[src/rtl/local_ctrl_gen_pkg.sv]
// local_ctrl_pkg: shared state type and width/length helpers for local_ctrl_gen
package local_ctrl_pkg;
    typedef enum logic [1:0] {IDLE, FETCH, DRAIN, DONE} state_e;
    function automatic int clog2_min1(input int v);
        int r = 1;
        while ((1 << r) < v) r++;
        return r;
    endfunction
    function automatic int cycles_of(input int elements, input int mac_num);
        return elements / mac_num;
    endfunction
endpackage

[src/rtl/local_ctrl_gen_if.sv]
// local_ctrl_gen_if: host/buffer/MAC-array signals of local_ctrl_gen
// Ports: master = controller side (start_i/stall_i in, all *_o out); slave = the opposite view.
interface local_ctrl_gen_if #(
    parameter int A_W = 2,
    parameter int B_W = 5
);
    logic           start_i;
    logic           stall_i;
    logic           busy_o;
    logic [A_W-1:0] din1_addr_o;
    logic           din1_en_o;
    logic [B_W-1:0] din2_addr_o;
    logic           din2_en_o;
    logic           pu_en_o;
    logic           pu_clear_o;
    logic           pu_valid_o;
    logic           pu2_en_o;
    logic           done_o;
    modport master (
        input  start_i, stall_i,
        output busy_o, din1_addr_o, din1_en_o, din2_addr_o, din2_en_o,
               pu_en_o, pu_clear_o, pu_valid_o, pu2_en_o, done_o
    );
    modport slave (
        output start_i, stall_i,
        input  busy_o, din1_addr_o, din1_en_o, din2_addr_o, din2_en_o,
               pu_en_o, pu_clear_o, pu_valid_o, pu2_en_o, done_o
    );
endinterface

[src/rtl/local_ctrl_gen_delay_line.sv]
// ctrl_delay_line: DEPTH-stage shift register delaying a WIDTH-bit strobe bundle
// Ports: clk_i clock; rstn_i async active-low reset (clears every stage); din_i in; dout_o = din_i delayed DEPTH cycles.
module ctrl_delay_line #(
    parameter int DEPTH = 1,
    parameter int WIDTH = 1
) (
    input  logic             clk_i,
    input  logic             rstn_i,
    input  logic [WIDTH-1:0] din_i,
    output logic [WIDTH-1:0] dout_o
);
    logic [DEPTH-1:0][WIDTH-1:0] sr_q, sr_d;
    always_comb begin
        sr_d[0] = din_i;
        for (int i = 1; i < DEPTH; i++) sr_d[i] = sr_q[i-1];
    end
    always_ff @(posedge clk_i or negedge rstn_i) begin
        if (!rstn_i) sr_q <= '0;
        else         sr_q <= sr_d;
    end
    assign dout_o = sr_q[DEPTH-1];
endmodule

[src/rtl/local_ctrl_gen.sv]
// local_ctrl_gen: sequences din1/din2 buffer reads and MAC-array strobes for ROWS x COLUMN dot products
// Ports: clk_i clock; rstn_i async active-low reset; bus (master): start_i/stall_i in,
//        busy_o, din1/din2 address+enable, pu_en_o, pu_clear_o, pu_valid_o, pu2_en_o, done_o out.
// Build option: define LOCAL_CTRL_STALL_EN to honour stall_i; otherwise issue is strictly back-to-back.
module local_ctrl_gen
    import local_ctrl_pkg::*;
#(
    parameter int MAC_NUM  = 8,
    parameter int ELEMENTS = 32,
    parameter int COLUMN   = 8,
    parameter int ROWS     = 1,
    parameter int RD_LAT   = 1
) (
    input logic              clk_i,
    input logic              rstn_i,
    local_ctrl_gen_if.master bus
);
    localparam int CYCLES = cycles_of(ELEMENTS, MAC_NUM);
    localparam int A_W    = clog2_min1(ROWS * CYCLES);
    localparam int B_W    = clog2_min1(COLUMN * CYCLES);
    localparam int K_W    = clog2_min1(CYCLES);
    localparam int C_W    = clog2_min1(COLUMN);
    localparam int R_W    = clog2_min1(ROWS);
    localparam int D_W    = clog2_min1(RD_LAT + 2);

    state_e         state_q, state_d;
    logic [K_W-1:0] k_q, k_d;
    logic [C_W-1:0] c_q, c_d;
    logic [R_W-1:0] r_q, r_d;
    logic [D_W-1:0] drain_q, drain_d;
    logic [A_W-1:0] a1_q, a1_d;
    logic [B_W-1:0] a2_q, a2_d;
    logic           en_q, en_d, busy_q, busy_d, done_q, done_d, pu2_q, pu2_d;
    logic           stall, k_wrap, c_wrap, last_idx, pu_valid;
    logic [1:0]     issue_dly;

`ifdef LOCAL_CTRL_STALL_EN
    assign stall = bus.stall_i;
`else
    assign stall = 1'b0;
`endif

    // k/c/r always hold the indices of the most recent issue
    assign k_wrap   = k_q == K_W'(CYCLES - 1);
    assign c_wrap   = c_q == C_W'(COLUMN - 1);
    assign last_idx = k_wrap && c_wrap && r_q == R_W'(ROWS - 1);

    always_comb begin
        state_d = state_q;
        en_d    = 1'b0;
        k_d     = k_q;
        c_d     = c_q;
        r_d     = r_q;
        drain_d = drain_q;
        case (state_q)
            IDLE: if (bus.start_i) begin
                state_d = FETCH;
                en_d    = 1'b1;
            end
            FETCH: if (last_idx) begin
                state_d = DRAIN;
                drain_d = '0;
            end else if (!stall) begin
                en_d = 1'b1;
                k_d  = k_wrap ? '0 : k_q + 1'b1;
                c_d  = k_wrap ? (c_wrap ? '0 : c_q + 1'b1) : c_q;
                r_d  = (k_wrap && c_wrap) ? r_q + 1'b1 : r_q;
            end
            // last pu2_en_o leaves RD_LAT+2 cycles after the last issue
            DRAIN: if (drain_q == D_W'(RD_LAT + 1)) state_d = DONE;
                   else drain_d = drain_q + 1'b1;
            DONE: begin
                state_d = IDLE;
                k_d     = '0;
                c_d     = '0;
                r_d     = '0;
            end
        endcase
        a1_d   = A_W'(int'(r_d) * CYCLES + int'(k_d));
        a2_d   = B_W'(int'(c_d) * CYCLES + int'(k_d));
        busy_d = state_d != IDLE;
        done_d = state_d == DONE;
        pu2_d  = pu_valid;
    end

    always_ff @(posedge clk_i or negedge rstn_i) begin
        if (!rstn_i) begin
            state_q <= IDLE;
            k_q     <= '0;
            c_q     <= '0;
            r_q     <= '0;
            drain_q <= '0;
            a1_q    <= '0;
            a2_q    <= '0;
            en_q    <= 1'b0;
            busy_q  <= 1'b0;
            done_q  <= 1'b0;
            pu2_q   <= 1'b0;
        end else begin
            state_q <= state_d;
            k_q     <= k_d;
            c_q     <= c_d;
            r_q     <= r_d;
            drain_q <= drain_d;
            a1_q    <= a1_d;
            a2_q    <= a2_d;
            en_q    <= en_d;
            busy_q  <= busy_d;
            done_q  <= done_d;
            pu2_q   <= pu2_d;
        end
    end

    ctrl_delay_line #(.DEPTH(RD_LAT), .WIDTH(2)) u_issue (
        .clk_i  (clk_i),
        .rstn_i (rstn_i),
        .din_i  ({en_q, en_q && k_q == '0}),
        .dout_o (issue_dly)
    );
    ctrl_delay_line #(.DEPTH(RD_LAT + 1), .WIDTH(1)) u_last (
        .clk_i  (clk_i),
        .rstn_i (rstn_i),
        .din_i  (en_q && k_wrap),
        .dout_o (pu_valid)
    );

    assign bus.busy_o      = busy_q;
    assign bus.din1_addr_o = a1_q;
    assign bus.din1_en_o   = en_q;
    assign bus.din2_addr_o = a2_q;
    assign bus.din2_en_o   = en_q;
    assign bus.pu_en_o     = issue_dly[1];
    assign bus.pu_clear_o  = issue_dly[0];
    assign bus.pu_valid_o  = pu_valid;
    assign bus.pu2_en_o    = pu2_q;
    assign bus.done_o      = done_q;
endmodule
[src/flat_wrapper.sv]
// flat-port wrapper written by rule: the top's interface ports become plain ports
module local_ctrl_gen_flat import local_ctrl_pkg::*;
#(
    parameter int MAC_NUM  = 8,
    parameter int ELEMENTS = 32,
    parameter int COLUMN   = 8,
    parameter int ROWS     = 1,
    parameter int RD_LAT   = 1
)
  (clk_i, rstn_i, bus_start_i, bus_stall_i, bus_busy_o, bus_din1_addr_o, bus_din1_en_o, bus_din2_addr_o, bus_din2_en_o, bus_pu_en_o, bus_pu_clear_o, bus_pu_valid_o, bus_pu2_en_o, bus_done_o);
  local_ctrl_gen_if bus_i ();
  input logic clk_i;
  input logic rstn_i;
  input wire logic [$bits(bus_i.start_i)-1:0] bus_start_i;
  input wire logic [$bits(bus_i.stall_i)-1:0] bus_stall_i;
  output wire logic [$bits(bus_i.busy_o)-1:0] bus_busy_o;
  output wire logic [$bits(bus_i.din1_addr_o)-1:0] bus_din1_addr_o;
  output wire logic [$bits(bus_i.din1_en_o)-1:0] bus_din1_en_o;
  output wire logic [$bits(bus_i.din2_addr_o)-1:0] bus_din2_addr_o;
  output wire logic [$bits(bus_i.din2_en_o)-1:0] bus_din2_en_o;
  output wire logic [$bits(bus_i.pu_en_o)-1:0] bus_pu_en_o;
  output wire logic [$bits(bus_i.pu_clear_o)-1:0] bus_pu_clear_o;
  output wire logic [$bits(bus_i.pu_valid_o)-1:0] bus_pu_valid_o;
  output wire logic [$bits(bus_i.pu2_en_o)-1:0] bus_pu2_en_o;
  output wire logic [$bits(bus_i.done_o)-1:0] bus_done_o;
  assign bus_i.start_i = bus_start_i;
  assign bus_i.stall_i = bus_stall_i;
  assign bus_busy_o = bus_i.busy_o;
  assign bus_din1_addr_o = bus_i.din1_addr_o;
  assign bus_din1_en_o = bus_i.din1_en_o;
  assign bus_din2_addr_o = bus_i.din2_addr_o;
  assign bus_din2_en_o = bus_i.din2_en_o;
  assign bus_pu_en_o = bus_i.pu_en_o;
  assign bus_pu_clear_o = bus_i.pu_clear_o;
  assign bus_pu_valid_o = bus_i.pu_valid_o;
  assign bus_pu2_en_o = bus_i.pu2_en_o;
  assign bus_done_o = bus_i.done_o;
  local_ctrl_gen #(.MAC_NUM(MAC_NUM), .ELEMENTS(ELEMENTS), .COLUMN(COLUMN), .ROWS(ROWS), .RD_LAT(RD_LAT)) u_core (.clk_i(clk_i), .rstn_i(rstn_i), .bus(bus_i));
endmodule
[config.mk]
export PLATFORM = sky130hd
export DESIGN_NAME = local_ctrl_gen_flat
export DESIGN_NICKNAME = d
export VERILOG_FILES = /design/src/rtl/local_ctrl_gen_pkg.sv /design/src/rtl/local_ctrl_gen_if.sv /design/src/rtl/local_ctrl_gen_delay_line.sv /design/src/rtl/local_ctrl_gen.sv /design/src/flat_wrapper.sv
export SDC_FILE = /design/constraint.sdc
export NUM_CORES = 1
export LEC_CHECK = 0
export ABC_CLOCK_PERIOD_IN_PS = 3600
export CELL_PAD_IN_SITES_DETAIL_PLACEMENT = 1
export CELL_PAD_IN_SITES_GLOBAL_PLACEMENT = 1
export CORE_MARGIN = 4
export CORE_UTILIZATION = 43
export CTS_BUF_LIST = sky130_fd_sc_hd__clkbuf_4 sky130_fd_sc_hd__clkbuf_8
export CTS_CLUSTER_DIAMETER = 150
export DETAILED_ROUTE_END_ITERATION = 12
export GPL_ROUTABILITY_DRIVEN = 1
export GPL_TIMING_DRIVEN = 1
export PLACE_DENSITY_LB_ADDON = 0.1
export REMOVE_ABC_BUFFERS = 1
export SYNTH_ARGS = -nofsm -noshare
export SYNTH_HDL_FRONTEND = slang
export SYNTH_SLANG_ARGS = --single-unit
[constraint.sdc]
create_clock -name clk_i -period 3.6 [get_ports clk_i]
set_clock_uncertainty 0.1 [all_clocks]
set_input_delay 1.08 -clock clk_i [delete_from_list [all_inputs] [get_ports clk_i]]
set_output_delay 1.08 -clock clk_i [all_outputs]
set_load 0.005 [all_outputs]
# Yosys cells after proc, flatten, opt, wreduce, memory -nomap -nowiden

Cells that the tools add are included.

Bits in registers: 25
Bits of input ports: 4
Output and inout bits: 15
Word-level logic and storage cells: 59

$add $sub $neg: 6
Equality and inequality tests: 9
Multiplexer cells: 20
Bitwise logic cells: 1
Reductions and logical operators: 9

Operators with widths:

| operator              | count |
|---|---|
| $mux W2               | 7 |
| $eq A2 B2 Y1 const B  | 5 |
| $mux W3               | 3 |
| $pmux W2 S2           | 2 |
| $pmux W2 S4           | 1 |
| $pmux W3 S2           | 1 |
| $add A5 B2 Y5         | 1 |
| $add A2 B1 Y2 const B | 2 |
| $logic_and A1 B1 Y1   | 4 |
| $logic_not A2 Y1      | 2 |
| $mux W1               | 4 |
| $pmux W1 S2           | 2 |
| $reduce_bool A2 Y1    | 2 |
| $add A3 B1 Y3 const B | 1 |
| $eq A3 B3 Y1 const B  | 1 |
| $reduce_and A3 Y1     | 1 |
| $add A1 B2 Y2 const A | 1 |
| $eq A2 B1 Y1 const B  | 1 |
| $ne A2 B1 Y1 const B  | 1 |
| $ne A2 B2 Y1 const B  | 1 |
| $add A1 B1 Y1 const B | 1 |
| $not A1 Y1            | 1 |

# Logic depth before layout (Yosys ltp)

Gate-level depths: netlist of the first run.

Depth after elaboration: 6
Depth in mapped cells: 6

# Cells and area by module

A second synthesis of the first run with hierarchy kept.

Cell total of the unflattened synthesis: 80
Area, all modules: 894.6 µm²

Modules (own cells, without submodules):

| module          | times used | cells each | area each (µm²) | seq. area each (µm²) |
|---|---|---|---|---|
| local_ctrl_gen  | 1          | 76         | 794.5           | 350.3 |
| ctrl_delay_line | 2          | 2          | 50.0            | 50.0 |

# Least setup slack after synthesis of the first run

OpenSTA, ideal clock, no wires.

Path type: input to register
From: input bus_start_i
To: register u_core.busy_q (netlist: u_core.bus.busy_o)
Setup time: 87 ps
Data arrival time: 1562 ps
Required time: 3413 ps
Path slack: 1852 ps
Stages on the path: 3
Cells stage by stage: o21ai_0 nor2_1 o211ai_1

Cells in the longest elaborated chain, start to end: 3

Ends and longest elaborated chain:

| what                    | RTL line              | RTL |
|---|---|---|
| from (decl)             | flat_wrapper.sv:14    | `input wire logic [$bits(bus_i.start_i)-1:0] bus_start_i;` |
| $mux W2                 | local_ctrl_gen.sv:56  | `IDLE: if (bus.start_i) begin` |
| $pmux W2 S4             | local_ctrl_gen.sv:55  | `case (state_q)` |
| $reduce_bool A2 Y1      | local_ctrl_gen.sv:81  | `busy_d = state_d != IDLE;` |
| named net u_core.busy_d | local_ctrl_gen.sv:33  | `logic en_q, en_d, busy_q, busy_d, done_q, done_d, pu2_q, pu2_d;` |
| to (signal assigned)    | local_ctrl_gen.sv:108 | `busy_q <= busy_d;` |
| to (decl)               | local_ctrl_gen.sv:33  |  |

The timed path passes the listed nets, and every way through them passes these cells.
A chain may end at the register's enable or synchronous reset.

==> flow_summary.ini, run 1 <==
[drt]
drt-vias-per-instance = 5.271
drt-initial-drc-count = 2
post_drt_wl_per_cell_um = 15.41
drtAntennaViolNets = 0
drc = 0
wirelength_um = 1988
vias = 680
drt_pass1_iterations = 3

[setup_path]
worst_r2r_endpoint = u_core.drain_q[0]$_DFFE_PN0P_
r2r_cells = 6
path_depth = 1
crit_path_max_incr_delay_ns = 0.55
cp-start-kind = flop
crit_path_end_kind = output port
cp_cell_sequence = clkdlybuf4s50_1
critPathBufInv = 1
crit_family = buffers and inverters
reg2reg_slack_ns = 1.79
timing.critical_path.to = bus_din2_addr_o[0]
critical_path_class = flop to output port
worstPathMaxFanout = 6
arrival_ns = 1.29
crit_required_ns = 2.42
cp_slowest_cell = clkdlybuf4s50_1

[pwr]
p_per_area_nw_per_um2 = 763.1
p_leak_nw = 0.5251
peakVddDrop_v = 0.0004275

[yosys]
synth-warning-count = 0
synth_edf_count = 0
async_reset_ff_share_pct = 100.0
avgSynthCellArea_um2 = 10.72
netlist_instances = 84
netlist_area_um2 = 900.9
ys.flop_type = dfrtp_1
ys_seq_elements = 18
synth.distinct_cells = 30
seq_area_frac_synth_pct = 50.00

[floorplan]
placementRows = 16
die_y_um = 53.77
initial_utilization_pct = 45.45
die-area_um2 = 2891
io_pins = 19
core_um2 = 1982
die_w_um = 53.77

[clock_network]
clock_latency_ns = 0.30
cts_tree = built
post-cts-setup-buffers = 0
clock_sinks = 18
cts_buffers = 3
htreeDepth = 1
clock_path_buffers = 2
clk_pin_slew_ns = 0.11
cts_resized = 0
postCtsHoldBufs = 0
cts-root-buf = clkbuf_4

[timing]
rsz0062_at_grt = no
fin_crit_sh_pct = 68.63
final_max_slew_viol_count = 0
finalHoldViolations = 0
worst_slack_ns = 1.129
fin_crit_ns = 2.471
fmax_mhz = 404.8
finalSetupViolations = 0
tightest_slew_ns = 0.7938
maxSlewHeadroom_pct = 46.91
fin_setup_tns_ns = 0

[global_route]
antenna_found_initial = 0
grt_pass1_wl_um = 3312
grtUsageTotal_pct = 16.75
busiest_layer = met2
use_met2_pct = 29.03
use_met1_pct = 18.85
grt_pass1_vias = 691
met3_usage_pct = 4.709
grt-ovfl-total = 0
grt_max_degree = 19

[layout]
fin_area_um2 = 1119
nets = 116
layout_common_cells = dfrtp_1 (18), clkdlybuf4s50_1 (17), nand2_1 (10)
layout_commonest_cell = dfrtp_1
drive_gt1_share_pct = 8.824
post-route-util_pct = 56.44
areaGrowthSynthToFinish_pct = 24.17
num_antenna_cells = 0

[min_path]
hp-class = flop to flop
hold_start = u_core.u_last.sr_d[1]$_DFF_PN0_

[place]
placed_area_um2 = 1082
gp_congestion = 0.7544
port_buffers = 17
dp_hpwl_um = 1519
dp_slack_ns = 1.257

[outcome]
outcome = completed

[job]
cap_viol_max_count = 0
-- report_power, final --
part	switching [mW]	internal [mW]	total [mW]
sequential	0.0530	0.268	0.321
combinational	0.186	0.216	0.402
clock	0.0680	0.0618	0.130
-- Yosys cell counts (2+ instances only) --
master	count	share of area (%)
dfrtp_1	18	50
inv_1	7	2.9
a21boi_0	2	1.7
buf_4	3	2.5
nand2_1	10	4.2
o22ai_1	5	3.5
o21ai_2	2	1.9
nor2_1	2	0.83
ha_1	9	13
a21oi_1	2	1.1
o21ai_0	3	1.7
and2_1	2	1.4
mux2i_1	2	2.2
-- worst min-delay path by stage --
stage	slack, ns	cells after the start	endpoint
floorplan	0.23	0	u_core.u_last.dout_o$_DFF_PN0_
detailed placement	0.25	0	u_core.u_last.dout_o$_DFF_PN0_
global route	0.30	0	u_core.u_last.dout_o$_DFF_PN0_
CTS	0.27	0	u_core.u_last.dout_o$_DFF_PN0_
global placement	0.24	0	u_core.u_last.dout_o$_DFF_PN0_
finish	0.27	0	u_core.u_last.dout_o$_DFF_PN0_
-- metrics by stage --
stage	power, mW	hold WS [ns]	cells
after floorplan	0.5185	0.2312	81
after global placement	0.7036	0.2427	125
after detailed placement	0.7369	0.2492	125
after CTS	0.8680	0.2739	129
after global routing	0.9280	0.3017	129
final	0.8536	0.2712	129
-- kinds of logic (layout without fill, tap and decap cells) --
| kind of cell | after synthesis | count (layout) | share of synthesized area (%) |
|---|---|---|---|
| compound gates | 23 | 23 | 17.64 |
| simple gates | 21 | 21 | 11.81 |
| flops | 18 | 18 | 50.00 |
| buf+inv | 11 | 29 | 5.833 |
| fa+ha+maj | 9 | 9 | 12.50 |
| mux | 2 | 2 | 2.222 |
-- area by class of cell --
class / instances / area (um^2)
inverters: 8 / 30.03
fillers: 212 / 863.3
well taps: 27 / 33.78
repair buffers: 17 / 170.2
clock buffers: 4 / 36.28
flip-flops and latches: 18 / 450.4
multi-input cells: 55 / 397.9
-- worst register-to-register path, cell delays in order, from the launching register on --
cell     delay (ns)
dfrtp_1        0.43
ha_1           0.21
ha_1           0.22
and3b_2        0.25
o21ai_2        0.20
nor4_1         0.07
a211o_1        0.22
-- metal layers --
metal  vias up  share of wire [%]
met4         0                2.0
met5         -                  0
li1        328                  -
met1       332                 43
met2        15                 50
met3         5                4.3
Note: power is estimated with default switching activity, not from simulation.
==> run 2, diff against run 1 <==
ABC_CLOCK_PERIOD_IN_PS = 2000   (was 3600)
CORE_UTILIZATION = 36   (was 43)
clock period = 2 ns   (was 3.6 ns; I/O delays follow)
==> run 2 against run 1 <==
Compared with the run above: sequential power rose by 77%; cell count rose by 3.9%; via count fell by 1.2%; wire length fell by 7.2%; critical path depth did not move; clock power rose by 78%; sequential share of layout area fell by 1.3 points; setup slack got worse by 1.1 ns; non-clock buffer count rose by 4; combinational power rose by 83%; register-to-register slack got worse by 1.6 ns; first-iteration DRC count rose to 5.5 times the previous value; largest power group unchanged; highest routed layer unchanged.
==> flow_summary.ini, run 2 (same netlist as run 1, synthesis figures left out) <==
[timing]
finalHoldViolations = 0
finalSetupViolations = 0
fin_crit_ns = 1.930
fmax_mhz = 518.2
fin_setup_tns_ns = 0
rsz0062_at_grt = no
tightest_slew_ns = 0.3842
maxSlewHeadroom_pct = 74.12
fin_crit_sh_pct = 96.48
final_max_slew_viol_count = 0

[min_path]
hold_start = u_core.u_last.sr_d[1]$_DFF_PN0_
hp-class = flop to flop
whs_endpoint = u_core.u_last.dout_o$_DFF_PN0_
worstHoldPathCells = 0

[place]
gp_congestion = 0.6950
port_buffers = 17
placed_area_um2 = 1091
dp_hpwl_um = 1326

[setup_path]
cp_cell_sequence = clkdlybuf4s50_1
cp-start-kind = flop
reg2reg_slack_ns = 0.19
crit_required_ns = 1.30
cp_slowest_cell = clkdlybuf4s50_1
r2r_cells = 6
critPathBufInv = 1
crit_path_max_incr_delay_ns = 0.52
crit_family = buffers and inverters
arrival_ns = 1.23
worstPathMaxFanout = 4
critical_path_class = flop to output port
worst_r2r_endpoint = u_core.bus.busy_o$_DFF_PN0_
crit_path_end_kind = output port

[floorplan]
die_y_um = 58.03
die-area_um2 = 3367
placementRows = 17
io_pins = 19
initial_utilization_pct = 39.22
die_w_um = 58.03
core_um2 = 2297

[job]
cap_viol_max_count = 0

[drt]
vias = 672
drt_pass1_iterations = 4
wirelength_um = 1844
drt-vias-per-instance = 5.015
drc = 0
drtAntennaViolNets = 0
post_drt_wl_per_cell_um = 13.76
drt-initial-drc-count = 11

[global_route]
grt_max_degree = 19
grt-ovfl-total = 0
grt_pass1_vias = 713
grtUsageTotal_pct = 12.07
grt_pass1_wl_um = 3160
antenna_found_initial = 0

[layout]
fin_area_um2 = 1157
num_antenna_cells = 0
nets = 120
areaGrowthSynthToFinish_pct = 28.47
layout_common_cells = dfrtp_1 (18), clkdlybuf4s50_1 (14), nand2_1 (10)
drive_gt1_share_pct = 12.26
layout_commonest_cell = dfrtp_1

[pwr]
p_per_area_nw_per_um2 = 1325
p_sw_share_pct = 34.67
p_leak_nw = 0.5751
p_clk_share_pct = 15.1
power_frac_seq_pct = 37.0
power.total_mw = 1.533
power.switching_mw = 0.5315
p_int_mw = 1.002
peakVddDrop_v = 0.0008478
pwr-share-comb_pct = 47.8

[clock_network]
postCtsHoldBufs = 0
htreeDepth = 1
cts-root-buf = clkbuf_4
clock_latency_ns = 0.30
clk_pin_slew_ns = 0.11
clock_sinks = 18
clock_path_buffers = 2
cts_buffers = 3
cts_tree = built

[outcome]
outcome = completed
[run 2: how the worst max path moves through the flow]
stage | from | endpoint | depth (start not counted)
CTS | flop | bus_din2_addr_o[0] | 1
finish | flop | bus_din2_addr_o[4] | 1
global placement | bus_start_i | u_core.bus.busy_o$_DFF_PN0_ | 4
detailed placement | bus_start_i | u_core.bus.busy_o$_DFF_PN0_ | 4
floorplan | flop | u_core.drain_q[0]$_DFFE_PN0P_ | 6
global route | flop | bus_din2_addr_o[4] | 1
[run 2: per-layer routing]
| layer | share of wire [%] | global-route usage, % |
|---|---|---|
| met4 | 0.54 | 1.987 |
| met2 | 46 | 19.35 |
| met3 | 6.6 | 4.900 |
| met5 | 0 | 0 |
| met1 | 47 | 15.52 |
[run 2: cell type report]
cell class / count / area (um^2)
Fill cell: 268 / 1140
Clock buffer: 4 / 36.28
Timing Repair Buffer: 21 / 207.7
Multi-Input combinational cell: 55 / 397.9
Tap cell: 28 / 35.03
Inverter: 8 / 30.03
Sequential cell: 18 / 450.4
[run 2: what timing repair did]
item                                    CTS  global route
hold endpoints to repair                  0             0
buffers inserted                          0             3
endpoints found under the setup margin    0             7
resized for setup                         0             3
[run 2: power groups by stage]
stage | Combinational [mW] | Clock (mW) | Sequential [mW]
after floorplan | 0.346 | 0 | 0.587
after global placement | 0.696 | 0 | 0.581
after detailed placement | 0.712 | 0 | 0.584
after CTS | 0.716 | 0.238 | 0.577
after global routing | 0.819 | 0.260 | 0.592
final | 0.734 | 0.232 | 0.568
[run 2: through the flow]
step	hold WS, ns	cells	setup WS (ns)	utilization (%)
after floorplan	0.2044	81	0.3095	-
after global placement	0.2340	127	0.1848	47.49
after detailed placement	0.2450	127	0.1520	47.49
after CTS	0.2592	131	0.02051	49.07
after global routing	0.2630	134	0.0003318	50.38
final	0.2579	134	0.07035	50.38
